`config.mk`:
```
export PLATFORM = sky130hd
export DESIGN_NAME = pe_multicast_ctrl_flat
export DESIGN_NICKNAME = d
export VERILOG_FILES = /design/src/rtl/pe_array_pkg.sv /design/src/rtl/pe_multicast_ctrl_if.sv /design/src/rtl/pe_mc_fifo.sv /design/src/rtl/pe_multicast_ctrl.sv /design/src/flat_wrapper.sv
export SDC_FILE = /design/constraint.sdc
export NUM_CORES = 1
export LEC_CHECK = 0
export ABC_AREA = 1
export CORE_ASPECT_RATIO = 1.1
export CORE_MARGIN = 2
export CORE_UTILIZATION = 49
export CTS_CLUSTER_SIZE = 28
export DETAILED_ROUTE_END_ITERATION = 10
export PLACE_DENSITY = 0.94
export SLEW_MARGIN = 30
export SYNTH_ARGS = -nofsm -noshare
export SYNTH_HDL_FRONTEND = slang
export SYNTH_SLANG_ARGS = --single-unit
```
`constraint.sdc`:
```
create_clock -name clk -period 6.2 [get_ports clk]
set_clock_uncertainty 0.15 [all_clocks]
set_input_delay 1.86 -clock clk [delete_from_list [all_inputs] [get_ports clk]]
set_output_delay 1.86 -clock clk [all_outputs]
set_load 0.1 [all_outputs]
```
`src/rtl/pe_array_pkg.sv`:
```
// Shared PE-array definitions: tag/ID sizing, the broadcast tag and bus word sizing helpers.
package pe_array_pkg;

    localparam int PE_ID_SIZE    = 5;
    localparam int PE_DATA_SIZE  = 8;
    localparam int PE_DATA_NUM   = 1;
    localparam int PE_FIFO_DEPTH = 2;

    // All ones at any ID width; consumers slice the low ID_SIZE bits.
    localparam logic [31:0] BROADCAST_TAG = '1;

    typedef logic [PE_ID_SIZE-1:0]                pe_id_t;
    typedef logic [PE_DATA_NUM*PE_DATA_SIZE-1:0]  pe_word_t;

    function automatic int bus_word_w(input int data_size, input int data_num);
        return data_size * data_num;
    endfunction

endpackage

```
`src/rtl/pe_multicast_ctrl_if.sv`:
```
// GIN bus side (tag/valid/data/ready) and PE side (enable/data/ready) of one multicast controller.
interface pe_multicast_ctrl_if
    import pe_array_pkg::*;
#(
    parameter int DATA_SIZE = PE_DATA_SIZE,
    parameter int DATA_NUM  = PE_DATA_NUM,
    parameter int ID_SIZE   = PE_ID_SIZE
);

    localparam int WORD_W = bus_word_w(DATA_SIZE, DATA_NUM);

    logic [ID_SIZE-1:0] tag;
    logic               in_valid;
    logic [WORD_W-1:0]  in_data;
    logic               in_ready;
    logic               out_enable;
    logic [WORD_W-1:0]  out_data;
    logic               out_ready;

    // master: the bus source plus the PE; slave: the multicast controller.
    modport master (
        output tag, in_valid, in_data, out_ready,
        input  in_ready, out_enable, out_data
    );

    modport slave (
        input  tag, in_valid, in_data, out_ready,
        output in_ready, out_enable, out_data
    );

endinterface

```
`src/rtl/pe_mc_fifo.sv`:
```
// Small synchronous FIFO with zero-latency head read; full/empty come from the entry count.
module pe_mc_fifo #(
    parameter int WIDTH = 8,
    parameter int DEPTH = 2
) (
    input  logic                     clk,
    input  logic                     rst,
    input  logic                     push,
    input  logic                     pop,
    input  logic [WIDTH-1:0]         wdata,
    output logic                     full,
    output logic                     empty,
    output logic [$clog2(DEPTH):0]   count,
    output logic [WIDTH-1:0]         head
);

    localparam int PTR_W = $clog2(DEPTH);
    localparam int CNT_W = PTR_W + 1;

    logic [WIDTH-1:0] mem [DEPTH];
    logic [PTR_W-1:0] wr_ptr;
    logic [PTR_W-1:0] rd_ptr;
    logic [CNT_W-1:0] cnt;
    logic             do_push;
    logic             do_pop;

    assign full    = (cnt == CNT_W'(DEPTH));
    assign empty   = (cnt == '0);
    assign do_push = push && !full;
    assign do_pop  = pop && !empty;

    // Power-of-two depth lets both pointers wrap on plain overflow.
    always_ff @(posedge clk or posedge rst) begin
        if (rst) begin
            for (int i = 0; i < DEPTH; i++) begin
                mem[i] <= '0;
            end
            wr_ptr <= '0;
            rd_ptr <= '0;
            cnt    <= '0;
        end else begin
            if (do_push) begin
                mem[wr_ptr] <= wdata;
                wr_ptr      <= wr_ptr + PTR_W'(1);
            end
            if (do_pop) begin
                rd_ptr <= rd_ptr + PTR_W'(1);
            end
            case ({do_push, do_pop})
                2'b10:   cnt <= cnt + CNT_W'(1);
                2'b01:   cnt <= cnt - CNT_W'(1);
                default: cnt <= cnt;
            endcase
        end
    end

    assign count = cnt;
    assign head  = mem[rd_ptr];

endmodule

```
`src/rtl/pe_multicast_ctrl.sv`:
```
// Per-PE multicast controller: filters GIN words by tag against the configured ID and buffers matches for the PE.
module pe_multicast_ctrl
    import pe_array_pkg::*;
#(
    parameter int DATA_SIZE  = PE_DATA_SIZE,
    parameter int DATA_NUM   = PE_DATA_NUM,
    parameter int ID_SIZE    = PE_ID_SIZE,
    parameter int FIFO_DEPTH = PE_FIFO_DEPTH
) (
    input  logic                          clk,
    input  logic                          rst,
    input  logic                          set_id,
    input  logic [ID_SIZE-1:0]            id_in,
    pe_multicast_ctrl_if.slave            bus,
    output logic [$clog2(FIFO_DEPTH):0]   occupancy,
    output logic [ID_SIZE-1:0]            id_q
);

    localparam int                 WORD_W = bus_word_w(DATA_SIZE, DATA_NUM);
    localparam logic [ID_SIZE-1:0] BCAST  = BROADCAST_TAG[ID_SIZE-1:0];

    logic match;
    logic full;
    logic empty;
    logic push;
    logic pop;

    always_ff @(posedge clk or posedge rst) begin
        if (rst) begin
            id_q <= '0;
        end else if (set_id) begin
            id_q <= id_in;
        end
    end

    // Uses the ID held before any same-cycle reconfiguration.
    assign match = (bus.tag == id_q) || (bus.tag == BCAST);

    // Mismatching words are always swallowed so this MC never stalls other PEs;
    // deliberately no path from out_ready, so a full FIFO stalls even in a pop cycle.
    assign bus.in_ready = !set_id && (!match || !full);

    assign push = bus.in_valid && bus.in_ready && match;
    assign pop  = !empty && bus.out_ready;

    pe_mc_fifo #(
        .WIDTH (WORD_W),
        .DEPTH (FIFO_DEPTH)
    ) u_fifo (
        .clk   (clk),
        .rst   (rst),
        .push  (push),
        .pop   (pop),
        .wdata (bus.in_data),
        .full  (full),
        .empty (empty),
        .count (occupancy),
        .head  (bus.out_data)
    );

    assign bus.out_enable = !empty;

endmodule

```
`src/flat_wrapper.sv`:
```
// flat-port wrapper written by rule: the top's interface ports become plain ports
module pe_multicast_ctrl_flat import pe_array_pkg::*;
#(
    parameter int DATA_SIZE  = PE_DATA_SIZE,
    parameter int DATA_NUM   = PE_DATA_NUM,
    parameter int ID_SIZE    = PE_ID_SIZE,
    parameter int FIFO_DEPTH = PE_FIFO_DEPTH
)
  (clk, rst, set_id, id_in, occupancy, id_q, bus_tag, bus_in_valid, bus_in_data, bus_out_ready, bus_in_ready, bus_out_enable, bus_out_data);
  pe_multicast_ctrl_if #(.DATA_SIZE(DATA_SIZE), .DATA_NUM(DATA_NUM), .ID_SIZE(ID_SIZE)) bus_i ();
  input  logic clk;
  input  logic rst;
  input  logic set_id;
  input  logic [ID_SIZE-1:0] id_in;
  output logic [$clog2(FIFO_DEPTH):0] occupancy;
  output logic [ID_SIZE-1:0] id_q;
  input wire logic [$bits(bus_i.tag)-1:0] bus_tag;
  input wire logic [$bits(bus_i.in_valid)-1:0] bus_in_valid;
  input wire logic [$bits(bus_i.in_data)-1:0] bus_in_data;
  input wire logic [$bits(bus_i.out_ready)-1:0] bus_out_ready;
  output wire logic [$bits(bus_i.in_ready)-1:0] bus_in_ready;
  output wire logic [$bits(bus_i.out_enable)-1:0] bus_out_enable;
  output wire logic [$bits(bus_i.out_data)-1:0] bus_out_data;
  assign bus_i.tag = bus_tag;
  assign bus_i.in_valid = bus_in_valid;
  assign bus_i.in_data = bus_in_data;
  assign bus_i.out_ready = bus_out_ready;
  assign bus_in_ready = bus_i.in_ready;
  assign bus_out_enable = bus_i.out_enable;
  assign bus_out_data = bus_i.out_data;
  pe_multicast_ctrl #(.DATA_SIZE(DATA_SIZE), .DATA_NUM(DATA_NUM), .ID_SIZE(ID_SIZE), .FIFO_DEPTH(FIFO_DEPTH)) u_core (.clk(clk), .rst(rst), .set_id(set_id), .id_in(id_in), .bus(bus_i), .occupancy(occupancy), .id_q(id_q));
endmodule
```
**Yosys cells after proc, flatten, opt, wreduce, memory -nomap -nowiden**

Cells that the tools add are included.

- $add $sub $neg: 4
- $lt $le $gt $ge: 3
- Eq/ne operators: 5
- Mux-type cells: 7
- Bitwise logic cells: 2
- Reductions and logical operators: 15

Operators with widths:

| operator | count |
|---|---|
| 2-to-1 mux 8 bit | 4 |
| bitwise mux 16 bit | 1 |
| demux 8 bit (select 1 bit) | 1 |
| logical AND 1 bit | 7 |
| equality test 5 bit | 1 |
| equality test 5 bit, second input constant | 1 |
| equality test 2 bit, second input constant | 2 |
| >= comparator 2 bit, second input constant | 2 |
| zero test 1 bit | 4 |
| inverter 1 -> 2 bit | 2 |
| case mux 2 bit (2 select lines) | 1 |
| adder 1 bit, second input constant | 2 |
| adder 2 x 1 -> 2 bit, second input constant | 1 |
| equality test 2 x 1 -> 1 bit, second input constant | 1 |
| zero test 2 bit | 1 |
| logical OR 1 bit | 2 |
| less-than comparator 2 x 1 -> 1 bit, second input constant | 1 |
| nonzero test 2 bit | 1 |
| subtractor 2 x 1 -> 2 bit, second input constant | 1 |

- Register bits: 25
- Input bits: 23
- Output and inout port bits: 17
- Logic and storage cells: 42

**Depth between registers and ports, before layout**

Gate-level depths: netlist of run 1.

- Word-level depth: 10
- Gate-level depth with buffers: 12

**Hierarchy**

Synthesis of run 1 repeated with hierarchy kept, for this count alone.

- Cell total of the unflattened synthesis: 181
- Area total of the unflattened synthesis: 1346.3 µm²

Modules (own cells, without submodules):

| module | times used | cells each | area an instance (µm²) | sequential area each (µm²) |
|---|---|---|---|---|
| pe_mc_fifo | 1 | 127 | 1021.0 | 500.5 |
| pe_multicast_ctrl | 1 | 54 | 325.3 | 125.1 |

**Worst setup path after synthesis of run 1**

No wires, ideal clock.

- Kind: input port to output port
- Start: in bus_tag[2]
- End: out bus_in_ready
- Data arrival time: 4018 ps
- Required time: 4190 ps
- Setup slack: 172 ps
- Stages on the path: 9
- Buffers on the path: 2
- Cells stage by stage: inv_1 > nand2_1 > nand2_1 > nor2_1 > nand3_1 > nand2_1 > buf_2 > buf_4 > a21oi_1

- Cells in the longest elaborated chain, start to end: 5

RTL lines:

| what | line | source |
|---|---|---|
| start: declaration | flat_wrapper.sv:17 | `input wire logic [$bits(bus_i.tag)-1:0] bus_tag;` |
| equality test 5 bit | pe_multicast_ctrl.sv:37 | `assign match = (bus.tag == id_q) \|\| (bus.tag == BCAST);` |
| logical OR 1 bit (*) | pe_multicast_ctrl.sv:37 |  |
| zero test 1 bit (*) | pe_multicast_ctrl.sv:41 | `assign bus.in_ready = !set_id && (!match \|\| !full);` |
| logical OR 1 bit (*) | pe_multicast_ctrl.sv:41 |  |
| logical AND 1 bit (*) | pe_multicast_ctrl.sv:41 |  |
| end: declaration | flat_wrapper.sv:21 | `output wire logic [$bits(bus_i.in_ready)-1:0] bus_in_ready;` |

Mark *: on every way between the ends. The rest lies on a longest branch, timed or not.

**Worst setup path after layout of run 1**

Same ends and word-level chain as after synthesis.

==> results of run 1 <==
==> cell families after synthesis <==
group	after synthesis	share of synthesized area
compound gates	7	0.02767
xor+xnor	4	0.02767
fa+ha+maj	1	0.009880
buf+inv	19	0.06621
flops	25	0.4941
mux	1	0.008893
simple gates	104	0.3656
==> layout by cell type (no fill, tap or decap), types with 2 or more instances in the layout <==
| cell type | n |
|---|---|
| nand3_2 | 2 |
| xor2_1 | 2 |
| clkinv_1 | 2 |
| xnor2_1 | 2 |
| clkdlybuf4s50_1 | 38 |
| nand2_1 | 79 |
| nor2_1 | 3 |
| dfrtp_1 | 25 |
| inv_1 | 10 |
| o21ai_0 | 5 |
| nand4_1 | 16 |
| clkbuf_4 | 3 |
| a21oi_1 | 2 |
==> synth_stat cells <==
master and number:
nand2_1 79, dfrtp_1 25, nand4_1 16, inv_1 11
o21ai_0 5, clkbuf_1 3, nor2_1 3, a21oi_1 2
clkinv_1 2, nand3_2 2, xnor2_1 2, xor2_1 2
buf_2 1, buf_4 1, buf_6 1, ha_1 1
mux2_2 1, nand3_1 1, nor3_1 1, nor3b_4 1
or2_2 1
==> worst min-delay path by stage <==
| stage | startpoint | to | slack, ps | depth (start not counted) |
|---|---|---|---|---|
| after floorplan | u_core.u_fifo.mem[2] | u_core.u_fifo.mem[2] | 290 | 2 |
| after global placement | u_core.u_fifo.mem[13] | u_core.u_fifo.mem[13] | 300 | 2 |
| after detailed placement | u_core.u_fifo.mem[14] | u_core.u_fifo.mem[14] | 310 | 2 |
| after CTS | u_core.u_fifo.mem[14] | u_core.u_fifo.mem[14] | 340 | 2 |
| after global routing | u_core.u_fifo.mem[1] | u_core.u_fifo.mem[1] | 360 | 2 |
| final | u_core.u_fifo.mem[15] | u_core.u_fifo.mem[15] | 340 | 2 |
==> critical path, delay by kind of cell <==
kind / cells / cell delay, ps
AND/OR/NAND/NOR: 3 / 350
buffers and inverters: 4 / 970
AO/OA/AOI/OAI: 1 / 140
==> registers in the layout (all words and copies together) (netlist names) <==
register              cells
u_core.u_fifo.count       2
u_core.u_fifo.mem        16
u_core.u_fifo.wr_ptr      1
u_core.id_q               5
u_core.u_fifo.rd_ptr      1
==> where the power goes <==
group | total [uW] | leakage [uW] | internal [uW] | switching, uW
logic | 510 | 0.000528 | 122 | 388
clock network | 73.4 | 0.0000139 | 24.6 | 48.7
registers | 267 | 0.000322 | 216 | 50.1
==> through the flow <==
| stage | utilization | setup slack [ps] | cell area [um^2] | cells | hold WS (ps) |
|---|---|---|---|---|---|
| final | 0.6908 | 867.9 | 1708 | 230 | 336.5 |
| after global routing | 0.6908 | 742.1 | 1708 | 230 | 359.3 |
| after CTS | 0.6908 | 879.2 | 1708 | 230 | 342.0 |
| after detailed placement | 0.6786 | 882.3 | 1678 | 226 | 308.7 |
| after global placement | 0.6786 | 924.4 | 1678 | 226 | 303.7 |
| after floorplan | - | 171.5 | 1266 | 161 | 291.7 |
==> final cells by class <==
class | count | area [um^2] | area share
flip-flops and latches | 25 | 625.6 | 0.3663
multi-input cells | 117 | 556.8 | 0.3260
repair buffers | 40 | 407.9 | 0.2388
inverters | 13 | 48.80 | 0.02857
well taps | 31 | 38.79 | 0.02271
clock buffers | 3 | 22.52 | 0.01319
clock inverters | 1 | 7.507 | 0.004396
==> per-layer routing <==
metal  routed length (um)  up-vias
li1                     -      591
met1                 1253      534
met2                 1331       34
met3                  100        6
met4                   70        0
met5                    0        -
==> reports/qor.yml, run 1 <==
yosys.area.top_type: "dfrtp_1"
ctsHoldBuffers: 0
period_share: 0.8600
numClockSinks: 25
grt_use_met2: 0.3196
grt_busiest_layer: "met2"
initial_core_util: 0.5121
firstDrtPassIters: 4
area_growth_pct: 34.88
drt_wl_total_um: 2755
die_h_um: 57.32
slew_violations: 0
r2r-start: "u_core.u_fifo.count[1]"
synth-seq-cells: 25
yosysTopAreaCellShare: 0.4941
tns_ps: 0
crit_start: "bus_tag[2]"
drt_iter0_drc: 27
worst_slew_pin_slew_ps: 976.0
yosys_warnings: 0
final.fill_count: 210
worstPathArrival_ps: 3320
netlist_area_mm2: 0.001266
crit_fanout: 20
cp-end-kind: "primary output"
globalRoute.totalOverflow: 0
fin_crit_ps: 5332
rows: 19
dieWidth_um: 52.47
port_buffers: 39
cp-start-kind: "primary input"
hpwl_um: 2037
crit_end: "bus_in_ready"
num_io_pins: 40
cap_viol_max_count: 0
drive_gt1_frac: 0.06030
status: "completed"
reg2reg_depth: 8
hold_class: "flip-flop to flip-flop"
diodes: 0
pwr_density_cell_mw_per_mm2: 497.6
fmax_mhz: 187.5
cpMostUsedCell: "nand2_1"
wl_per_cell_um: 11.98
setup_viol: 0
cts_root_buffer: "clkbuf_4"
critPathKind: "primary input to primary output"
r2r_slack_ps: 3850
critical-path-slowest-cell: "clkdlybuf4s50_1"
vdd_drop_max_v: 0.0003681
avgSynthCellArea_um2: 7.865
cts.clk_slew.worst_paths_ps: 130
grt_max_degree: 26
power_leakage_uw: 0.0008644
slowest_delay_ps: 490
relSlewSlack: 0.3473
drcViolationCount: 0
core_mm2: 0.002472
rsz0062_at_grt: "false"
insertion_delay_ps: 310
hold_viol_final: 0
yosysUniqueCellTypes: 21
power_uw: 849.9
synthTopCellsByArea: "dfrtp_1 49%, nand2_1 23%, nand4_1 7.9%"
grt_pass1_wl_um: 4740
gp_congestion: 0.8278
synth_fp_nets: 185
reg2reg_to: "u_core.u_fifo.count[1]"
met3_usage: 0.02618
synth_cells: 161
post_cts_resized: 0
final_nets: 224
grt.met1_usage: 0.2984
die_area_mm2: 0.003007
tritoncts: "done"
via_count: 1165
clockBufferDepth: 2
ys_seq_area_frac: 0.4941
antenna_found_initial: 0
htreeDepth: 1
first_global_vias: 1060
required_ps: 4190
gr-usage-all-layers: 0.2123
cts_buffers: 3
vias_per_cell: 5.065
cts_setup_buffers: 0
drt.antenna.violating_nets: 0
path_cells: "clkdlybuf4s50_1 > inv_1 > nor3_1 > nand2_1 > nand2_1 > buf_4 > a21oi_1 > buf_12"
Power figures use the tool's default switching activity.
==> inputs of run 2 (changes only) <==
CORE_MARGIN = not set   (was 2)
==> run 2 against run 1 <==
Compared with the run above: via count up 1.1%; maximum frequency down 0.41%; sequential power about the same; flip-flop and latch count unchanged; worst hold slack about the same; combinational power about the same; total power down 0.59%; design area down 0.29%.
==> reports/qor.yml, run 2 (same netlist as run 1, synthesis figures left out) <==
final_cell_mix: "79 x nand2_1, 38 x clkdlybuf4s50_1, 25 x dfrtp_1"
final.fill_count: 193  # -8.1%
tns_ps: 0  # unchanged
drive_gt1_frac: 0.05528  # -0.005025
area_growth_pct: 34.49
vias_per_cell: 5.144  # +1.6%
tritoncts: "done"
largest_reg_flops: 16  # unchanged
relSlewSlack: 0.3479  # +0.0006300
firstDrtPassIters: 4  # unchanged
worstPathArrival_ps: 3340  # +20 ps
cts.clk_slew.worst_paths_ps: 120  # about the same
cp-start-kind: "primary input"
setup_ws_ps: 846.2  # -21.71 ps
path_cells: "clkdlybuf4s50_1 > inv_1 > nand2_1 > nand2_1 > nor2_1 > nand3_1 > nand2_1 > buf_4 > a21oi_1 > buf_12"
pwr_density_cell_mw_per_mm2: 496.2  # -0.29%
gp_congestion: 0.7428  # -10%
drcViolationCount: 0  # unchanged
top_register: "u_core.u_fifo.mem"
cpMostUsedCell: "nand2_1"
cts_setup_buffers: 0  # unchanged
period_share: 0.8635  # +0.003501
core_mm2: 0.002342  # -5.3%
rsz0062_at_grt: "false"
power_switching_uw: 481.0  # -1.1%
final_util: 0.7270  # +0.03624
vdd_drop_max_v: 0.0004903  # +33%
htreeDepth: 1  # unchanged
wl_per_cell_um: 11.90  # -0.69%
drt_wl_total_um: 2724  # -1.1%
mostFrequentLayoutCell: "nand2_1"
final_nets: 224  # unchanged
post_cts_resized: 0  # unchanged
power_frac_seq: 0.317  # +0.003
cap_viol_max_count: 0  # unchanged
cts_buffers: 3  # unchanged
comb_power_share: 0.601  # about the same
cts_root_buffer: "clkbuf_4"
die_h_um: 55.32  # -3.5%
required_ps: 4190  # about the same
die_area_mm2: 0.002792  # -7.2%
switching_share: 0.5693  # -0.003221
setup_viol: 0  # unchanged
grt_max_degree: 26  # unchanged
status: "completed"
fin_crit_ps: 5354  # +21.71 ps
dieWidth_um: 50.47  # -3.8%
insertion_delay_ps: 310  # about the same
via_count: 1178  # +1.1%
slew_violations: 0  # unchanged
numClockSinks: 25  # unchanged
diodes: 0  # unchanged
place_ws_ps: 854.1  # -28.26 ps
fmax_mhz: 186.8  # -0.41%
drt_iter0_drc: 17  # -37%
hpwl_um: 2087  # +2.5%
initial_core_util: 0.5406  # +0.02845
pwr-share-clk: 0.082  # -0.004
crit_fanout: 20  # unchanged
intPower_uw: 363.9  # +0.16%
grt_pass1_wl_um: 4733  # -0.15%
critical_path_buf_inv_count: 4  # unchanged
num_io_pins: 40  # unchanged
gr-usage-all-layers: 0.2228  # +0.01053
slowest_delay_ps: 500  # about the same
whs_ps: 336.6  # +0.008000 ps
hold_class: "flip-flop to flip-flop"
clockBufferDepth: 2  # unchanged
port_buffers: 39  # unchanged
worst_slew_pin_slew_ps: 975.0  # -0.9425 ps
critPathKind: "primary input to primary output"
ctsHoldBuffers: 0  # unchanged
first_global_vias: 1196  # +13%
power_uw: 844.9  # -0.59%
hold_viol_final: 0  # unchanged
power_leakage_uw: 0.0008654  # +0.12%
drt.antenna.violating_nets: 0  # unchanged
globalRoute.totalOverflow: 0  # unchanged
critical-path-slowest-cell: "clkdlybuf4s50_1"
cp-end-kind: "primary output"
cpLargestDelayFamily: "buffers and inverters"
antenna_found_initial: 0  # unchanged
rows: 18  # -1
[run 2: per-stage QoR]
stage | area (um^2) | cells
finish | 1703 | 229
global route | 1703 | 229
CTS | 1703 | 229
detailed placement | 1677 | 225
global placement | 1677 | 225
floorplan | 1266 | 161
[run 2: area by class of cell]
class | count | area (um^2) | area share
inverter | 13 | 48.80 | 0.02866
tap | 30 | 37.54 | 0.02204
sequential | 25 | 625.6 | 0.3674
multi-input combinational | 117 | 556.8 | 0.3270
clock buffer | 4 | 26.28 | 0.01543
timing repair buffer | 40 | 407.9 | 0.2395
[run 2: power by group through the flow]
| stage | Sequential (uW) | Clock [uW] | Combinational, uW |
|---|---|---|---|
| 2_1_floorplan | 316 | 0 | 343 |
| 3_3_place_gp | 264 | 0 | 502 |
| 3_5_place_dp | 269 | 0 | 510 |
| 4_1_cts | 266 | 72.7 | 511 |
| 5_1_grt | 277 | 76.7 | 538 |
| 6_report | 267 | 69.7 | 508 |
[run 2: worst reg2reg max path, cell delays in order (launching register included)]
cell     delay (ps)
dfrtp_1         470
nor2_1          120
nor3b_4         580
nand2_1         200
ha_1            340
a21oi_1         120
o21ai_0         120
xor2_1          160
[run 2: final timing paths]
path / start / end / slack, ps / depth (start not counted)
max: bus_tag[0] / bus_in_ready / 850 / 10
min: u_core.u_fifo.mem[6] / u_core.u_fifo.mem[6] / 340 / 2
max reg2reg: u_core.u_fifo.count[0] / u_core.u_fifo.count[1] / 3830 / 7
min reg2reg: u_core.u_fifo.mem[6] / u_core.u_fifo.mem[6] / 340 / 2
max in group asynchronous: rst / u_core.u_fifo.rd_ptr / 3830 / 2
min in group asynchronous: rst / u_core.id_q[0] / 1730 / 2
[run 2: layer usage]
metal / vias up / track usage / wire (um)
met4: 0 / 0.09524 / 73
li1: 596 / - / -
met5: - / 0 / 0
met3: 9 / 0.03857 / 175
met1: 531 / 0.2259 / 1061
met2: 42 / 0.4286 / 1415
==> inputs of run 3 (changes only) <==
SLEW_MARGIN = 20   (was 30)
==> run 3 against run 2 <==
Compared with the run above: sequential share of layout area unchanged; die area unchanged; core utilization unchanged; global-route usage unchanged; setup slack about the same; total power about the same; sequential power about the same; via count about the same; combinational power about the same; count of clock-buffer cells in the layout unchanged; register-to-register slack about the same; critical path type unchanged; highest routed layer unchanged.
==> reports/qor.yml, run 3 (same netlist as run 1, synthesis figures left out) <==
cts.clk_slew.worst_paths_ps: 120  # about the same
ctsHoldBuffers: 0  # unchanged
critPathKind: "primary input to primary output"
initial_core_util: 0.5406  # unchanged
htreeDepth: 1  # unchanged
cp-start-kind: "primary input"
intPower_uw: 363.8  # about the same
critical_path_buf_inv_count: 4  # unchanged
status: "completed"
fmax_mhz: 186.8  # about the same
holdPathStages: 2  # unchanged
insertion_delay_ps: 310  # about the same
grt_max_degree: 26  # unchanged
numClockSinks: 25  # unchanged
cpMostUsedCell: "nand2_1"
grt_pass1_wl_um: 4733  # unchanged
drt_iter0_drc: 16  # -1
setup_viol: 0  # unchanged
drt_wl_total_um: 2721  # -0.11%
first_global_vias: 1196  # unchanged
cp-end-kind: "primary output"
tritoncts: "done"
fin_crit_ps: 5354  # +0.2350 ps
mostFrequentLayoutCell: "nand2_1"
globalRoute.totalOverflow: 0  # unchanged
fin_cells: 229  # unchanged
die_area_mm2: 0.002792  # unchanged
power_switching_uw: 480.8  # about the same
slew_violations: 0  # unchanged
period_share: 0.8636  # about the same
holdPathEnd: "u_core.u_fifo.mem[6]"
cap_viol_max_count: 0  # unchanged
post_cts_resized: 0  # unchanged
cts_root_buffer: "clkbuf_4"
crit_fanout: 20  # unchanged
area_growth_pct: 34.49  # unchanged
top_register: "u_core.u_fifo.mem"
comb_power_share: 0.601  # about the same
port_buffers: 39  # unchanged
pwr_density_cell_mw_per_mm2: 496.0  # about the same
hold_class: "flip-flop to flip-flop"
cts_buffers: 3  # unchanged
clockBufferDepth: 2  # unchanged
relSlewSlack: 0.3479  # about the same
critical-path-slowest-cell: "clkdlybuf4s50_1"
final.fill_count: 193  # unchanged
final_nets: 224  # unchanged
r2r-start: "u_core.u_fifo.count[0]"
dieWidth_um: 50.47  # unchanged
hpwl_um: 2087  # unchanged
num_io_pins: 40  # unchanged
diodes: 0  # unchanged
wl_per_cell_um: 11.88  # -0.11%
power_frac_seq: 0.317  # about the same
gr-usage-all-layers: 0.2228  # unchanged
firstDrtPassIters: 4  # unchanged
largest_reg_flops: 16  # unchanged
worst_slew_pin_slew_ps: 975.0  # -0.001013 ps
drive_gt1_frac: 0.05025  # -0.005025
required_ps: 4190  # about the same
hold_viol_final: 0  # unchanged
rows: 18  # unchanged
worstHoldStart: "u_core.u_fifo.mem[6]"
gp_congestion: 0.7428  # unchanged
tns_ps: 0  # unchanged
drt.antenna.violating_nets: 0  # unchanged
slowest_delay_ps: 510  # about the same
switching_share: 0.5692  # about the same
core_mm2: 0.002342  # unchanged
reg2reg_to: "u_core.u_fifo.count[1]"
via_count: 1177  # -0.085%
drcViolationCount: 0  # unchanged
pwr-share-clk: 0.083  # about the same
reg2reg_depth: 7  # unchanged
worstPathArrival_ps: 3340  # about the same
place_ws_ps: 854.1  # unchanged
vias_per_cell: 5.140  # about the same
vdd_drop_max_v: 0.0004902  # about the same
power_leakage_uw: 0.0008665  # +0.12%
setup_ws_ps: 846.0  # -0.2350 ps
whs_ps: 336.5  # -0.01300 ps
r2r_slack_ps: 3840  # about the same
final_util: 0.7270  # unchanged
dp.cells: 225  # unchanged
cts_setup_buffers: 0  # unchanged
final_cell_mix: "79 x nand2_1, 38 x clkdlybuf4s50_1, 25 x dfrtp_1"
rsz0062_at_grt: "false"
die_h_um: 55.32  # unchanged
antenna_found_initial: 0  # unchanged
path_cells: "clkdlybuf4s50_1 > inv_1 > nand2_1 > nand2_1 > nor2_1 > nand3_1 > nand2_1 > buf_4 > a21oi_1 > buf_12"
cpLargestDelayFamily: "buffers and inverters"
run 3: power by group through the flow:
stage	Clock, uW	Sequential [uW]	Combinational, uW
floorplan	0	316	343
global placement	0	264	502
detailed placement	0	269	510
CTS	72.7	266	511
global route	76.7	277	538
finish	69.7	267	507
run 3: through the flow:
step / total power (uW) / cell area (um^2)
after floorplan: 659.3 / 1266
after global placement: 766.1 / 1677
after detailed placement: 779.2 / 1677
after CTS: 849.4 / 1703
after global routing: 891.4 / 1703
final: 844.7 / 1703
run 3: cell type report:
type,instances,area [um^2],area share
clock buffer,4,26.28,0.01543
inverter,13,48.80,0.02866
multi-input combinational,117,556.8,0.3270
sequential,25,625.6,0.3674
tap,30,37.54,0.02204
timing repair buffer,40,407.9,0.2395
run 3: how the worst max path moves through the flow:
stage | cells past startpoint | to | start | slack, ps
final | 10 | bus_in_ready | bus_tag[0] | 850
after detailed placement | 10 | bus_in_ready | bus_tag[0] | 850
after CTS | 10 | bus_in_ready | bus_tag[0] | 850
after global placement | 9 | bus_in_ready | bus_tag[1] | 940
after global routing | 10 | bus_in_ready | bus_tag[0] | 750
after floorplan | 9 | bus_in_ready | bus_tag[2] | 170
run 3: worst reg2reg max path, stage by stage (launching register included):
cell	delay (ps)
dfrtp_1	470
nor2_1	130
nor3b_4	580
nand2_1	200
ha_1	340
a21oi_1	120
o21ai_0	120
xor2_1	160
run 3: metal layers:
layer  vias to the layer above  global-route usage  part of all wire
li1                        595                   -                 -
met1                       531              0.2259              0.39
met2                        42              0.4286              0.52
met3                         9             0.03857             0.065
met4                         0             0.09524             0.027
met5                         -                   0                 0
